<file path="config.mk">
export PLATFORM = sky130hd
export DESIGN_NAME = chan_sel_rr
export DESIGN_NICKNAME = d
export VERILOG_FILES = /design/src/rtl/chan_sel_rr.sv
export SDC_FILE = /design/constraint.sdc
export NUM_CORES = 1
export LEC_CHECK = 0
export ABC_AREA = 1
export BUFFER_PORTS_ARGS = -buffer_cell sky130_fd_sc_hd__buf_2
export CAP_MARGIN = 30
export CELL_PAD_IN_SITES_DETAIL_PLACEMENT = 1
export CELL_PAD_IN_SITES_GLOBAL_PLACEMENT = 2
export CORE_MARGIN = 2
export CORE_UTILIZATION = 19
export CTS_BUF_LIST = sky130_fd_sc_hd__clkbuf_2
export CTS_CLUSTER_SIZE = 30
export DETAILED_ROUTE_END_ITERATION = 10
export PLACE_DENSITY_LB_ADDON = 0.1
export SLEW_MARGIN = 20
export SYNTH_ARGS = -nofsm -noshare
export SYNTH_HDL_FRONTEND = slang
export SYNTH_SLANG_ARGS = --single-unit
</file>
<file path="constraint.sdc">
create_clock -name clk -period 1.3 [get_ports clk]
set_input_delay 0.26 -clock clk [delete_from_list [all_inputs] [get_ports clk]]
set_output_delay 0.26 -clock clk [all_outputs]
set_load 0.01 [all_outputs]
</file>
<file path="src/rtl/chan_sel_rr.sv">
// chan_sel_rr: N-channel registered selector with per-channel valid/ready and one output register.
// Round-robin arbitration is compiled in only when CHAN_SEL_RR_EN is defined; otherwise fixed `sel` selection.
module chan_sel_rr #(
  parameter  int WIDTH    = 5,
  parameter  int CHANNELS = 4,
  localparam int SEL_W    = $clog2(CHANNELS)
) (
  input  logic                      clk,
  input  logic                      rst_n,
  input  logic [CHANNELS*WIDTH-1:0] in_data,
  input  logic [CHANNELS-1:0]       in_valid,
  output logic [CHANNELS-1:0]       in_ready,
  input  logic [SEL_W-1:0]          sel,
  input  logic                      mode,
  output logic [WIDTH-1:0]          out_data,
  output logic [SEL_W-1:0]          out_chan,
  output logic                      out_valid,
  input  logic                      out_ready
);

  logic [WIDTH-1:0]    w_chan_data [CHANNELS];
  logic [CHANNELS-1:0] w_sel_hit;
  logic [CHANNELS-1:0] w_grant_oh;
  logic                w_load;
  logic                w_fix_valid;
  logic                w_grant_valid;
  logic [SEL_W-1:0]    w_grant;
  logic [WIDTH-1:0]    w_mux_data;

  logic [WIDTH-1:0]    r_out_data;
  logic [SEL_W-1:0]    r_out_chan;
  logic                r_out_valid;

  genvar gi;

  generate
    for (gi = 0; gi < CHANNELS; gi++) begin : g_chan
      assign w_chan_data[gi] = in_data[gi*WIDTH +: WIDTH];
      assign w_sel_hit[gi]   = (sel == SEL_W'(gi));
      assign w_grant_oh[gi]  = w_grant_valid && (w_grant == SEL_W'(gi));
    end
  endgenerate

  // An out-of-range sel matches no channel, so it never produces a grant.
  assign w_fix_valid = |(w_sel_hit & in_valid);
  assign w_load      = !r_out_valid || out_ready;

`ifdef CHAN_SEL_RR_EN
  logic [SEL_W-1:0]      r_ptr;
  logic [SEL_W:0]        w_shamt;
  logic [2*CHANNELS-1:0] w_dbl;
  logic [CHANNELS-1:0]   w_rot;
  logic [CHANNELS-1:0]   w_seen;
  logic [SEL_W-1:0]      w_off_acc [CHANNELS];
  logic [SEL_W:0]        w_rr_sum;
  logic [SEL_W-1:0]      w_rr_grant;
  logic                  w_rr_valid;

  // w_rot[k] is the valid bit of channel (ptr+1+k) mod CHANNELS.
  assign w_shamt = {1'b0, r_ptr} + (SEL_W+1)'(1);
  assign w_dbl   = {in_valid, in_valid};
  assign w_rot   = CHANNELS'(w_dbl >> w_shamt);

  generate
    for (gi = 0; gi < CHANNELS; gi++) begin : g_rr
      if (gi == 0) begin : g_first
        assign w_seen[gi]    = w_rot[gi];
        assign w_off_acc[gi] = '0;
      end else begin : g_rest
        assign w_seen[gi]    = w_seen[gi-1] | w_rot[gi];
        assign w_off_acc[gi] = (w_rot[gi] && !w_seen[gi-1]) ? SEL_W'(gi) : w_off_acc[gi-1];
      end
    end
  endgenerate

  assign w_rr_valid = w_seen[CHANNELS-1];
  assign w_rr_sum   = {1'b0, r_ptr} + (SEL_W+1)'(1) + {1'b0, w_off_acc[CHANNELS-1]};
  assign w_rr_grant = (w_rr_sum >= (SEL_W+1)'(CHANNELS)) ?
                      SEL_W'(w_rr_sum - (SEL_W+1)'(CHANNELS)) : SEL_W'(w_rr_sum);

  assign w_grant_valid = mode ? w_rr_valid : w_fix_valid;
  assign w_grant       = mode ? w_rr_grant : sel;

  // The pointer only advances on a round-robin transfer; fixed mode leaves it untouched.
  always_ff @(posedge clk or negedge rst_n) begin
    if (!rst_n) begin
      r_ptr <= SEL_W'(CHANNELS-1);
    end else if (w_load && w_grant_valid && mode) begin
      r_ptr <= w_grant;
    end
  end
`else
  logic w_unused_mode;

  assign w_unused_mode = mode;
  assign w_grant_valid = w_fix_valid;
  assign w_grant       = sel;
`endif

  assign w_mux_data = w_chan_data[w_grant];
  assign in_ready   = w_grant_oh & {CHANNELS{w_load}};

  always_ff @(posedge clk or negedge rst_n) begin
    if (!rst_n) begin
      r_out_data  <= '0;
      r_out_chan  <= '0;
      r_out_valid <= 1'b0;
    end else if (w_load) begin
      if (w_grant_valid) begin
        r_out_data  <= w_mux_data;
        r_out_chan  <= w_grant;
        r_out_valid <= 1'b1;
      end else begin
        r_out_valid <= 1'b0;
      end
    end
  end

  assign out_data  = r_out_data;
  assign out_chan  = r_out_chan;
  assign out_valid = r_out_valid;

endmodule
</file>
# Word level (Yosys, flattened, before mapping)
# Index checks and enable logic that the tools add are counted.
[word_totals] reg_bits=8 latch_bits=0 ramBits=0 mem_bits_ro=0 elab_cells=23 n_memories=0
[classes] addsub=0 n_mul=0 div=0 order_cmp=1 n_eq_ne=3 shifts=0 n_mux=4 bitwise_logic=3 reduce_logical=9
[op_table] operator="binary-select mux 5 bit (select 2 bit)" count=1
[op_table] operator="two-way mux 5 bit" count=2
[op_table] operator="bitwise AND 4 bit" count=2
[op_table] operator="equality test 2 bit, second input constant" count=2
[op_table] operator="logical AND 1 bit" count=4
[op_table] operator="OR reduction 4 bit" count=1
[op_table] operator="greater-or-equal comparator 3 bit, second input constant" count=1
[op_table] operator="NOT 2 -> 3 bit" count=1
[op_table] operator="equality test 2 x 1 -> 1 bit, second input constant" count=1
[op_table] operator="logical NOT 2 bit" count=1
[op_table] operator="AND reduction 2 bit" count=1
[op_table] operator="logical NOT 1 bit" count=1
[op_table] operator="logical OR 1 bit" count=1
[op_table] operator="two-way mux 1 bit" count=1

# Logic depth before layout (Yosys ltp)
[logic_depth] ltp_word=5 depth_mapped=8 depth_no_buf=7

# Worst setup path after synthesis
# OpenSTA, ideal clock, no wires.
[synth_timing] kind="reg2reg" startpoint="register r_out_valid (netlist: out_valid)" endpoint="register r_out_valid (netlist: out_valid)" setup_ns=0.127 arrival_time_ns=0.939 t_required_ns=1.173 path_slack_ns=0.234 path_stages_with_launch=6 n_path_buf=0 period_less_slack_ns=1.066 path_cell_list="dfrtp_1 -> inv_1 -> nor2_1 -> inv_2 -> o21ai_4 -> nand2_1"
[synth_between] elab_chain_len=2
[synth_lines] element="start: declaration" line_no="32" text="logic r_out_valid;"
[synth_lines] element="start signal: assignment" line_no="107" text="r_out_valid <= 1'b0;"
[synth_lines] element="start signal: assignment" line_no="112" text="r_out_valid <= 1'b1;"
[synth_lines] element="start signal: assignment" line_no="114" text="r_out_valid <= 1'b0;"
[synth_lines] element="logical NOT 1 bit" line_no="46" text="assign w_load = !r_out_valid || out_ready;"
[synth_lines] element="logical OR 1 bit" line_no="46"
# No other way between the ends.
# A chain may end at the register's enable or synchronous reset.

# Final worst setup path
[layout_timing] startpoint="register r_out_valid (netlist: out_valid)" endpoint="output in_ready[1]"
[layout_between] elab_chain_len=3
[layout_lines] element="logical NOT 1 bit" line_no="46"
[layout_lines] element="logical OR 1 bit" line_no="46"
[layout_lines] element="bitwise AND 4 bit" line_no="101" text="assign in_ready = w_grant_oh & {CHANNELS{w_load}};"
[layout_lines] element="end: declaration" line_no="12" text="output logic [CHANNELS-1:0] in_ready,"
# No other way between the ends.

==> metrics.txt <==
part of the power in registers=42.0%; final max-slew violation count=0; RSZ-0062 raised after global routing=false; worst-skew pair later-pin latency=0.22 ns; initial drt markers=21; first-pass GRT wire length=3110 um; Seq/Total Area, Yosys=33.7%; Worst path top cell family by delay=flip-flops; mean area per synthesized cell=6.13 um^2; Switching Share=36.2%; clk buf depth=2; fin worst setup slack=0.0903 ns; final setup vio count=0; total CTS buffers=3; skew final=0.000504 ns; gpl congestion=0.713; path type of the worst setup path=flip-flop to output pin; MaxCap Viol Count=0; sequence of cells on the critical path=inv_2 > nor2_4 > nor2_1 > buf_2; synthesized flop and latch total=8; Syn. warnings=0; fin cells=174; Gate power share=40.1%; total track usage=11.3%; crit-path max FO=5; die width=59.9 um; Initial DRT Pass Iterations=2; die footprint=3590 um^2; worst-margin pin slew=0.234 ns; Buf+Inv Stages, Crit Path=2; Buffers on Ports=40; Wirelength per Cell=9.88 um; Post-CTS Setup Repair Bufs=0; CTS H-tree depth=1; peak supply drop=0.000154 V; Psw=0.283 mW; Synth Area in XOR/XNOR=0%; CORE AREA=3000 um^2; status=complete, no violations; internal power=0.501 mW; share of cells above drive strength 1=42.6%; Synth Area in Adders=0%; clock period minus worst slack=1.21 ns; Final Cycle Share=93.1%; drt drc=0; main combinational cell family by area after synthesis=simple AND/OR/NAND/NOR gates; Routed Antenna Nets=0; root buffer cell=clkbuf_2; grt total ovfl=0; worst endpoint data arrival time=0.95 ns; crit end category=output pin; Top Ports=42; vias in the first global route=746; largest net degree at the start of global routing=11; Hold WS=0.339 ns; initial antenna violation count=0; sum of negative setup slack=0 ns; Total Wirelength=1720 um; CP peak stage delay=0.36 ns; synth-to-layout area growth=46.5%; vias per cell=4.21; Worst path slowest cell=dfrtp_1; die span in y=59.9 um; post-layout net count=173; syn_nets=127; clock power share=17.9%; via count=732; highest clock rate=827 MHz; Reg clk slew, reported paths=0.07 ns; synthesized area=594 um^2; Site Rows=20; Inst Count DP=170; Worst Path Required=1.04 ns; Synth cell types=12; clk sinks=8; post-place setup slack=0.118 ns; HP Class=primary input to flip-flop; post-synthesis mux area share=0%; TritonCTS clock tree=done; initial core utilization=19.8%; Mapped Cells=97; n_diodes=0; Post-DP HPWL=1480 um; final hold viol count=0; Post-Synth Simple-Gate Area=56.0%; power per cell area=900 nW/um^2; CP startpoint kind=flip-flop; Slew headroom=84.3%; compound-gate portion of the synthesized area=2.74%; Static Leak=0.554 nW
-- synthesized netlist by cell type --
cell type | n | area (um^2)
dfrtp_1 | 8 | 200
nand3_2 | 3 | 30.0
inv_2 | 4 | 15.0
nor2_1 | 5 | 18.8
buf_4 | 2 | 15.0
o21ai_4 | 1 | 16.3
nand3_1 | 8 | 40.0
nand2_2 | 3 | 18.8
inv_4 | 1 | 6.26
nand2_1 | 60 | 225
inv_1 | 1 | 3.75
buf_2 | 1 | 5.00
-- routing by layer --
metal / GRT usage (%) / vias up / wire, um
li1: - / 386 / -
met1: 14.6 / 323 / 794
met2: 18.5 / 21 / 827
met3: 1.95 / 2 / 83
met4: 4.76 / 0 / 13
met5: 0 / - / 0
-- per-stage QoR --
stage | total power [mW] | util, % | area (um^2)
2_1_floorplan | 0.508 | - | 594
3_3_place_gp | 0.644 | 27.9 | 838
3_5_place_dp | 0.649 | 27.9 | 838
4_1_cts | 0.803 | 29.0 | 871
5_1_grt | 0.867 | 29.0 | 871
6_report | 0.784 | 29.0 | 871
-- registers in the layout, summed over array words and instances (netlist names) --
register,count
out_chan,2
out_data,5
out_valid,1
-- area by class of cell --
type                       count  area [um^2]
clock buffer                   3         15.0
fill                         400         2130
inverter                       6         25.0
multi-input combinational     80          357
sequential                     8          200
tap                           33         41.3
timing repair buffer          44          233
-- cells by family after synthesis --
group | Yosys count
AO/OA/AOI/OAI | 1
buffers and inverters | 9
AND/OR/NAND/NOR | 79
flip-flops | 8
-- layout by cell type, fill, tap and decap left out --
cell type and count:
nand2_1 60, buf_2 40, nand3_1 8, dfrtp_1 8, inv_2 5, nor2_1 4
nand3_2 3, nand2_2 3, clkbuf_2 3, buf_4 3, nor2_4 1, inv_4 1
o21ai_4 1, dlygate4sd3_1 1
-- power by group through the flow --
stage,clock network [mW],logic [mW],registers [mW]
CTS,0.149,0.324,0.330
global route,0.160,0.369,0.339
detailed placement,0,0.316,0.334
floorplan,0,0.146,0.362
global placement,0,0.312,0.332
finish,0.140,0.315,0.329
-- path summary, 6_finish.rpt --
kind,startpoint,endpoint,slack (ns),cells after the start
worst max register to register,out_valid,out_chan[1],0.33,6
worst min register to register,out_data[0],out_data[0],0.47,2
min in group asynchronous,rst_n,out_valid,0.40,2
worst max-delay path,out_valid,in_ready[1],0.09,4
max in group asynchronous,rst_n,out_chan[1],0.74,2
worst min-delay path,sel[0],out_chan[0],0.34,3
-- worst reg2reg max path: stages (launching register included) --
cell	delay, ns
dfrtp_1	0.39
inv_2	0.07
nor2_4	0.04
inv_2	0.14
o21ai_4	0.12
nand2_1	0.08
nand2_1	0.04
-- repair_timing --
item                                    CTS  global route
endpoints found under the hold margin     8             0
gates resized for setup                   2             1
hold buffers                              1             0
endpoints found under the setup margin    4             2
Power figures use the tool's default switching activity.
